==> src/rtl/mux_arb_pkg.sv <==
// mux_arb_pkg: shared state and grant encodings for the 2:1 packet arbiter
package mux_arb_pkg;
   typedef enum logic [1:0] {IDLE = 2'd0, GNT_A = 2'd1, GNT_B = 2'd2} arb_state_e;
   typedef enum logic {GRANT_A = 1'b0, GRANT_B = 1'b1} grant_e;
endpackage

==> src/rtl/mux_2x1.sv <==
// mux_2x1: single-bit 2:1 multiplexer, sel=0 picks a, sel=1 picks b
module mux_2x1 (
   input  logic a,
   input  logic b,
   input  logic sel,
   output logic y
);
   assign y = sel ? b : a;
endmodule

==> src/rtl/mux_2x1_arbiter.sv <==
// mux_2x1_arbiter: round-robin packet arbiter steering two valid/ready streams through a bit-sliced 2:1 mux
module mux_2x1_arbiter
   import mux_arb_pkg::*;
#(
   parameter int DATA_W  = 8,
   parameter int TIMEOUT = 16
) (
   input  logic              clk,
   input  logic              rst_n,
   input  logic              a_valid,
   input  logic [DATA_W-1:0] a_data,
   input  logic              a_last,
   output logic              a_ready,
   input  logic              b_valid,
   input  logic [DATA_W-1:0] b_data,
   input  logic              b_last,
   output logic              b_ready,
   output logic              out_valid,
   output logic [DATA_W-1:0] out_data,
   output logic              out_last,
   input  logic              out_ready,
   output logic              sel,
   output logic              busy,
   output logic              timeout
);
   localparam int CW = TIMEOUT > 0 ? $clog2(TIMEOUT + 1) : 1;
   arb_state_e        state, state_n;
   grant_e            last_grant, last_grant_n;
   logic              sel_n;
   logic [CW-1:0]     cnt, cnt_n;
   logic              own_valid, other_valid, accept, rel;
   logic [DATA_W:0]   a_bus, b_bus, mux_y;
   assign a_bus    = {a_last, a_data};
   assign b_bus    = {b_last, b_data};
   assign out_data = mux_y[DATA_W-1:0];
   assign out_last = mux_y[DATA_W];
   genvar i;
   generate
      for (i = 0; i <= DATA_W; i++) begin : g_mux
         mux_2x1 u_mux (.a(a_bus[i]), .b(b_bus[i]), .sel(sel), .y(mux_y[i]));
      end
   endgenerate
   // handshake outputs, release/timeout detection and next-state selection
   always_comb begin
      busy         = state != IDLE;
      own_valid    = (state == GNT_A && a_valid) || (state == GNT_B && b_valid);
      other_valid  = state == GNT_A ? b_valid : a_valid;
      out_valid    = own_valid;
      a_ready      = state == GNT_A && out_ready;
      b_ready      = state == GNT_B && out_ready;
      accept       = own_valid && out_ready;
      timeout      = TIMEOUT != 0 && busy && !own_valid && cnt == CW'(TIMEOUT);
      rel          = (accept && out_last) || timeout;
      state_n      = state == IDLE ? (a_valid && (!b_valid || last_grant == GRANT_B) ? GNT_A : b_valid ? GNT_B : IDLE)
                   : !rel ? state : !other_valid ? IDLE : state == GNT_A ? GNT_B : GNT_A;
      last_grant_n = rel ? (state == GNT_A ? GRANT_A : GRANT_B) : last_grant;
      sel_n        = state_n == GNT_B ? 1'b1 : state_n == GNT_A ? 1'b0 : sel;
      cnt_n        = (TIMEOUT == 0 || !busy || own_valid || state_n != state) ? '0 : cnt + CW'(1);
   end
   // state, select, round-robin pointer and idle counter registers
   always_ff @(posedge clk or negedge rst_n) begin
      if (!rst_n) begin
         state      <= IDLE;
         sel        <= 1'b0;
         last_grant <= GRANT_B;
         cnt        <= '0;
      end else begin
         state      <= state_n;
         sel        <= sel_n;
         last_grant <= last_grant_n;
         cnt        <= cnt_n;
      end
   end
endmodule
==> config.mk <==
export PLATFORM = sky130hd
export DESIGN_NAME = mux_2x1_arbiter
export DESIGN_NICKNAME = d
export VERILOG_FILES = /design/src/rtl/mux_arb_pkg.sv /design/src/rtl/mux_2x1.sv /design/src/rtl/mux_2x1_arbiter.sv
export SDC_FILE = /design/constraint.sdc
export NUM_CORES = 1
export LEC_CHECK = 0
export BUFFER_PORTS_ARGS = -buffer_cell sky130_fd_sc_hd__clkbuf_2
export CAP_MARGIN = 20
export CORE_UTILIZATION = 44
export CTS_CLUSTER_SIZE = 40
export DETAILED_ROUTE_END_ITERATION = 6
export GPL_ROUTABILITY_DRIVEN = 1
export PLACE_DENSITY = 0.78
export SLEW_MARGIN = 20
export SYNTH_ARGS = -nofsm -noshare
export SYNTH_HDL_FRONTEND = slang
export SYNTH_SLANG_ARGS = --single-unit
==> constraint.sdc <==
create_clock -name clk -period 2.35 [get_ports clk]
set_input_delay 0.47 -clock clk [delete_from_list [all_inputs] [get_ports clk]]
set_output_delay 0.47 -clock clk [all_outputs]
set_load 0.01 [all_outputs]
==> key figures, run 1 <==
Place
  – # placed instances: 116
  – IO Port Bufs: 37
  – Dpl hpwl: approximately 1100 um
  – RD Place Congestion: slightly below 0.8

Timing
  – Period utilization: 92.2%
  – Tmin final: 2.17 ns
  – Measured slew at the worst slew-check pin: 0.451 ns
  – Final Hold Fails: 0
  – Max_slew headroom: 69.9%
  – Final setup fails: 0
  – Fmax: 461 MHz
  – Final TNS setup: 0 ns
  – Setup Skew: 0.00245 ns
  – Final slew viol count: 0
  – RSZ-0062 raised after global routing: no
  – Hold WS: ~0.06 ns

Synth
  – Cell variety after synth: 27
  – Post-synthesis sequential area ratio: 31.1%
  – Seq cells post-synth: 9
  – Cell count after synthesis: 73
  – Syn nets: 99
  – Synth Area in Simple Gates: 16.0%
  – Synth Area in Compound Gates: 10.3%
  – Synth Area in Adders: 5.15%
  – Syn_area_per_cell: between 9 and 10 um^2
  – Synth Warn #: 0
  – Post-synthesis mux area share: 17.4%
  – XOR/XNOR share of the synthesized area: 3.61%
  – Synthesized cell area: 728 um^2
  – Largest family of logic cells by synthesized area: multiplexers

Clocking
  – # resized after CTS: 0
  – Setup bufs post-CTS: 0
  – TritonCTS buffer count: 3
  – Worst skew pair latency: between 0.2 and 0.3 ns
  – CTS tree: built
  – Cts hold-fix bufs: 0
  – H-tree depth: 1
  – Clock transition at path regs: ~0.060 ns
  – CTS max path bufs: 2
  – CTS sink cnt: 9
  – Clock Root Buffer: clkbuf_4

Finish
  – Final Util: 57.4%
  – Finished Layout Cells: 120
  – NumNets Final: 131
  – Fill cells: 142
  – Antenna fix cells: 0
  – Syn-to-layout area delta: 20.1%
  – Ratio of cells with drive above 1 in the final layout: 53.8%

Flow run
  – Max-cap viol count: 0

Critical path
  – Maximum fanout along the worst path: 11
  – Worst Reg2Reg Path Length in Cells: 6
  – Critical Path RT: ~2.5 ns
  – Worst-path cell chain: nand3b_1, a211o_1, o21a_2, a22o_2, ha_1, mux2_2
  – Startpoint type of the worst setup path: flop
  – Delay-heaviest family, CP: compound AO/OA/AOI/OAI gates
  – Worst path slowest cell: dfrtp_1
  – Worst reg2reg setup slack: 0.18 ns
  – Worst R2R Start: state[1]
  – Critical path type: reg2reg
  – R2R Path End: sel
  – CP bufs+invs: 0
  – Crit path arrival time: 2.31 ns
  – CP peak stage delay: 0.50 ns
  – Critical path capture point type: flop

Floorplanning
  – I/O pins: 38
  – Die Span Y: between 40 and 50 um
  – Initial cell density of the core: 47.8%
  – Row cnt: 14
  – Die area: 1820 um^2
  – Die width: between 40 and 50 um
  – Core Box Area: about 1500 um^2

Detailed routing
  – Residual DRC count: 0
  – Drt pass-1 iters: 2
  – Avg WL per Cell: 10.7 um
  – Met2 Wirelength: 684 um
  – Met1 Wirelength: between 500 and 600 um
  – Metal3 WL: 42 um
  – Top Layer Used: met4
  – DRT antenna net count: 0
  – Detailed-route wire length: 1290 um
  – Via density: 4.92
  – DR vias: 590
  – DRT iter0 DRCs: 1

Global route
  – GRT Overall Usage: 14.9%
  – Total gr overflow: 0
  – Largest net degree at the start of global routing: 12
  – First-pass GRT wire length: 2010 um
  – Initial antenna violation count: 0
  – Number of global-route vias before repair: roughly 510

Pwr
  – Power Density: 1030 nW/um^2
  – Maximum VDD drop: between 0.7 and 0.8 mV
  – Leak: 0.470 nW

Outcome
  – Outcome: finished, final reports clean

Worst hold path
  – Worst hold path type: in2async
[cells by family (layout without fill, tap and decap cells)]
logic type               after synthesis  after routing
AND/OR/NAND/NOR                       20             20
buffers and inverters                 18             49
multiplexers                          11             11
AO/OA/AOI/OAI                          9              9
flip-flops                             9              9
adder cells (fa/ha/maj)                3              3
XOR/XNOR                               3              3
[synthesized netlist by cell type (all sizes together)]
| cell type | count | area share [%] |
|---|---|---|
| nand3b | 2 | 3.8 |
| a211o | 1 | 1.2 |
| o211ai | 3 | 3.1 |
| buf | 11 | 13 |
| a22o | 1 | 1.4 |
| nand2 | 3 | 1.5 |
| dfstp | 1 | 3.6 |
| nand4bb | 1 | 1.5 |
| nand3 | 2 | 1.4 |
| nor2b | 1 | 0.86 |
| o221ai | 1 | 1.2 |
| o22ai | 1 | 0.86 |
| o211a | 1 | 1.4 |
| nor3 | 1 | 0.69 |
| ha | 3 | 5.2 |
| inv | 7 | 3.6 |
| xnor2 | 1 | 1.2 |
| nor2 | 8 | 4.1 |
| nor3b | 2 | 2.1 |
| mux2 | 10 | 16 |
| xor2 | 2 | 2.4 |
| dfrtp | 8 | 27 |
| o21a | 1 | 1.2 |
| mux2i | 1 | 1.4 |
[cell type report]
type | instances | area [um^2] | share of cell area (%)
clock inverter | 1 | 5.00 | 0.572
multi-input combinational | 46 | 382 | 43.6
sequential | 9 | 226 | 25.9
timing repair buffer | 38 | 193 | 22.0
tap | 16 | 20.0 | 2.29
clock buffer | 3 | 22.5 | 2.58
inverter | 7 | 26.3 | 3.00
[power breakdown]
group | switching [W] | internal, W
Combinational | 0.000220 | 0.000265
Sequential | 0.0000829 | 0.000222
Clock | 0.0000508 | 0.0000625
[per-stage QoR]
step	power [W]	setup WS [ns]	cell area, um^2
floorplan	0.000744	0.290	728
global placement	0.000783	0.242	847
detailed placement	0.000799	0.190	847
CTS	0.000919	0.179	875
global route	0.000979	0.0872	875
finish	0.000904	0.182	875
[worst max path at each step]
stage,start,end,cells past startpoint
after floorplan,sel,sel,7
after global placement,state[1],sel,6
after detailed placement,state[1],sel,6
after CTS,state[1],sel,6
after global routing,state[1],sel,6
final,state[1],sel,6
[placed cells by master, fill, tap and decap left out, types with 2 or more instances in the layout]
| cell | count |
|---|---|
| clkbuf_4 | 3 |
| nand3_1 | 2 |
| mux2_2 | 9 |
| inv_1 | 7 |
| nor2_1 | 8 |
| nor3b_1 | 2 |
| dfrtp_1 | 8 |
| clkbuf_2 | 37 |
| xor2_1 | 2 |
| nand2_1 | 3 |
| ha_1 | 3 |
| o211ai_1 | 3 |
[layer usage]
layer  track usage, %  vias to the layer above
met5                0                        -
met4             11.3                        0
met1             17.3                      272
li1                 -                      304
met3             2.55                        2
met2             24.2                       12
[flip-flops by register name, summed over array words and instances, names as in the netlist]
name	count
cnt	5
last_grant	1
state	2
sel	1
(Power assumes the default switching activity.)
==> run 2, diff against run 1 <==
CORE_UTILIZATION = 43   (was 44)
PLACE_DENSITY = 0.77   (was 0.78)
SYNTH_HIERARCHICAL = 1   (was unset)
==> run 2 against run 1 <==
Compared with the run above: die area grew 0.21%; non-clock buffer count is the same; maximum frequency shrank 0.10%; cell area grew 6.4%; critical path depth grew 2; final cell count shrank 1.7%; critical path type unchanged; largest cell class unchanged; clock skew shrank 0.00061 ns.
==> key figures, run 2 <==
Finish
  – Final Util: about three fifths
  – Fill cells: approximately 130
  – Most frequent cells in the layout: 37 x clkbuf_2, 9 x mux2_4, 8 x dfrtp_1
  – Most common cell after layout, fill and taps aside: clkbuf_2
  – NumNets Final: 129
  – Max reg flops: 5
  – Ratio of cells with drive above 1 in the final layout: between 50% and 60%
  – Antenna fix cells: 0
  – Biggest regs: cnt x5, state x2
  – Finished Layout Cells: 118
  – Most flop-heavy register: cnt
  – Syn-to-layout area delta: 30.5%

Floorplanning
  – Die Span Y: 42.7 um
  – Die width: ~43 um
  – I/O pins: 38
  – Core Box Area: 1520 um^2
  – Die area: 1830 um^2
  – Row cnt: 14
  – Initial cell density of the core: 46.8%

Detailed routing
  – Avg WL per Cell: 11.4 um
  – DRT iter0 DRCs: 4
  – DRT antenna net count: 0
  – Drt pass-1 iters: 2
  – Residual DRC count: 0
  – DR vias: 595
  – Detailed-route wire length: between 1000 and 1500 um
  – Via density: 5.04

Global route
  – Total gr overflow: 0
  – GRT Overall Usage: 15.6%
  – First-pass GRT wire length: 2170 um
  – Largest net degree at the start of global routing: 11
  – Initial antenna violation count: 0
  – Number of global-route vias before repair: about 540

Synth
  – Post-synthesis sequential area ratio: between 30% and 40%
  – Post-synth top flop: dfrtp_1
  – Post-synth EDFFs: 0
  – Cell variety after synth: 29
  – Seq cells post-synth: 9
  – Cell count after synthesis: 62
  – Synthesized cell area: 713 um^2
  – Post-synth top area share: roughly 28%
  – Syn nets: 88
  – Share of synthesized registers carrying an async set or reset: 100%
  – Largest cells by area after synthesis: dfrtp_1 28%, mux2_4 19%, ha_1 5.3%
  – Most common cell in the synthesized netlist: mux2_4
  – Syn_area_per_cell: 11.5 um^2
  – Synth Warn #: 6
  – Most frequent cells after synthesis: 9 x mux2_4, 8 x dfrtp_1, 5 x nor2_1, 4 x inv_1
  – Post-synth top area cell: dfrtp_1

Timing
  – Final setup fails: 0
  – Measured slew at the worst slew-check pin: about 0.3 ns
  – Setup Skew: between 0.0015 and 0.002 ns
  – Period utilization: about 92%
  – RSZ-0062 raised after global routing: no
  – Tmin final: 2.17 ns
  – Fmax: about 460 MHz
  – Final Hold Fails: 0
  – Max_slew headroom: 79.3%
  – Final slew viol count: 0
  – Final TNS setup: 0 ns

Critical path
  – R2R Path End: sel
  – Critical path capture point type: flop
  – Critical Path RT: about 2.5 ns
  – Worst R2R Start: cnt[0]
  – Critical path type: reg2reg
  – Crit path arrival time: 2.31 ns
  – Maximum fanout along the worst path: 4
  – Startpoint type of the worst setup path: flop
  – Worst reg2reg setup slack: 0.18 ns
  – Worst Reg2Reg Path Length in Cells: 8

Pwr
  – Leak: 0.510 nW
  – Switching power: approximately 0.00036 W
  – Part of the power in registers: around a third
  – Clock Power Share: roughly an eighth
  – Comb pwr share: roughly 56%
  – Internal power: 0.000582 W
  – Maximum VDD drop: 0.502 mV
  – Sw Share: 38.4%
  – Power Density: 1010 nW/um^2

Worst hold path
  – Worst hold path type: in2async

Clocking
  – TritonCTS buffer count: 3
  – Clock Root Buffer: clkbuf_4
  – CTS sink cnt: 9
  – Worst skew pair latency: roughly 0.26 ns
  – # resized after CTS: 0
  – H-tree depth: 1
  – CTS max path bufs: 2
  – Setup bufs post-CTS: 0
  – Clock transition at path regs: around 0.06 ns
  – Cts hold-fix bufs: 0
  – CTS tree: built

Flow run
  – Max-cap viol count: 0

Place
  – # placed instances: 114
  – IO Port Bufs: 37
  – RD Place Congestion: 0.782
  – Dpl hpwl: between 1000 and 1500 um

Outcome
  – Outcome: finished, final reports clean
run 2: critical path: stages, from the launching register on:
cell and delay, ns:
dfrtp_1 0.39, inv_1 0.06, ha_1 0.18, and4bb_2 0.24, o211a_1 0.14, a31o_4 0.23, a311oi_1 0.28, ha_1 0.27
mux2_2 0.27
run 2: area by class of cell:
| cell class | instances | area, um^2 | share of cell area [%] |
|---|---|---|---|
| clock buffer | 3 | 22.5 | 2.42 |
| clock inverter | 1 | 5.00 | 0.538 |
| inverter | 4 | 15.0 | 1.61 |
| multi-input combinational | 47 | 449 | 48.3 |
| sequential | 9 | 226 | 24.3 |
| tap | 16 | 20.0 | 2.15 |
| timing repair buffer | 38 | 193 | 20.7 |
run 2: worst max-delay path by stage:
stage / start / depth (start not counted) / to
floorplan: sel / 5 / sel
global placement: b_valid / 7 / sel
detailed placement: b_valid / 7 / sel
CTS: cnt[0] / 8 / sel
global route: cnt[0] / 8 / sel
finish: cnt[0] / 8 / sel
run 2: per-stage QoR:
stage	hold slack, ns	setup WS, ns	cell area [um^2]	total power, W
6_report	0.0519	0.180	931	0.000945
5_1_grt	0.0466	0.107	931	0.00102
4_1_cts	0.0499	0.177	931	0.000958
3_5_place_dp	0.333	0.166	903	0.000837
3_3_place_gp	0.333	0.191	903	0.000826
2_1_floorplan	0.174	0.162	713	0.000713
run 2: routing by layer:
layer	up-vias	track usage [%]	wire, um
li1	301	-	-
met5	-	0	0
met2	25	28.8	712
met3	0	4.68	86
met1	269	17.0	541
met4	0	3.75	0
run 2: logic make-up (layout without fill, tap and decap cells):
| logic type | count (synthesis) | after routing | synth area share (%) |
|---|---|---|---|
| and+or+nand+nor | 20 | 20 | 17.5 |
| buffers and inverters | 6 | 46 | 5.26 |
| AOI/OAI and AO/OA | 9 | 9 | 13.0 |
| DFF | 9 | 9 | 31.8 |
| xor gates and xnor gates | 3 | 3 | 3.68 |
| muxes | 12 | 12 | 23.5 |
| adders and majority gates | 3 | 3 | 5.26 |
run 2: power groups by stage:
stage	registers (W)	logic, W	clock network [W]
after floorplan	0.000293	0.000420	0
after global placement	0.000302	0.000524	0
after detailed placement	0.000303	0.000534	0
after CTS	0.000300	0.000537	0.000121
after global routing	0.000314	0.000579	0.000130
final	0.000299	0.000529	0.000116
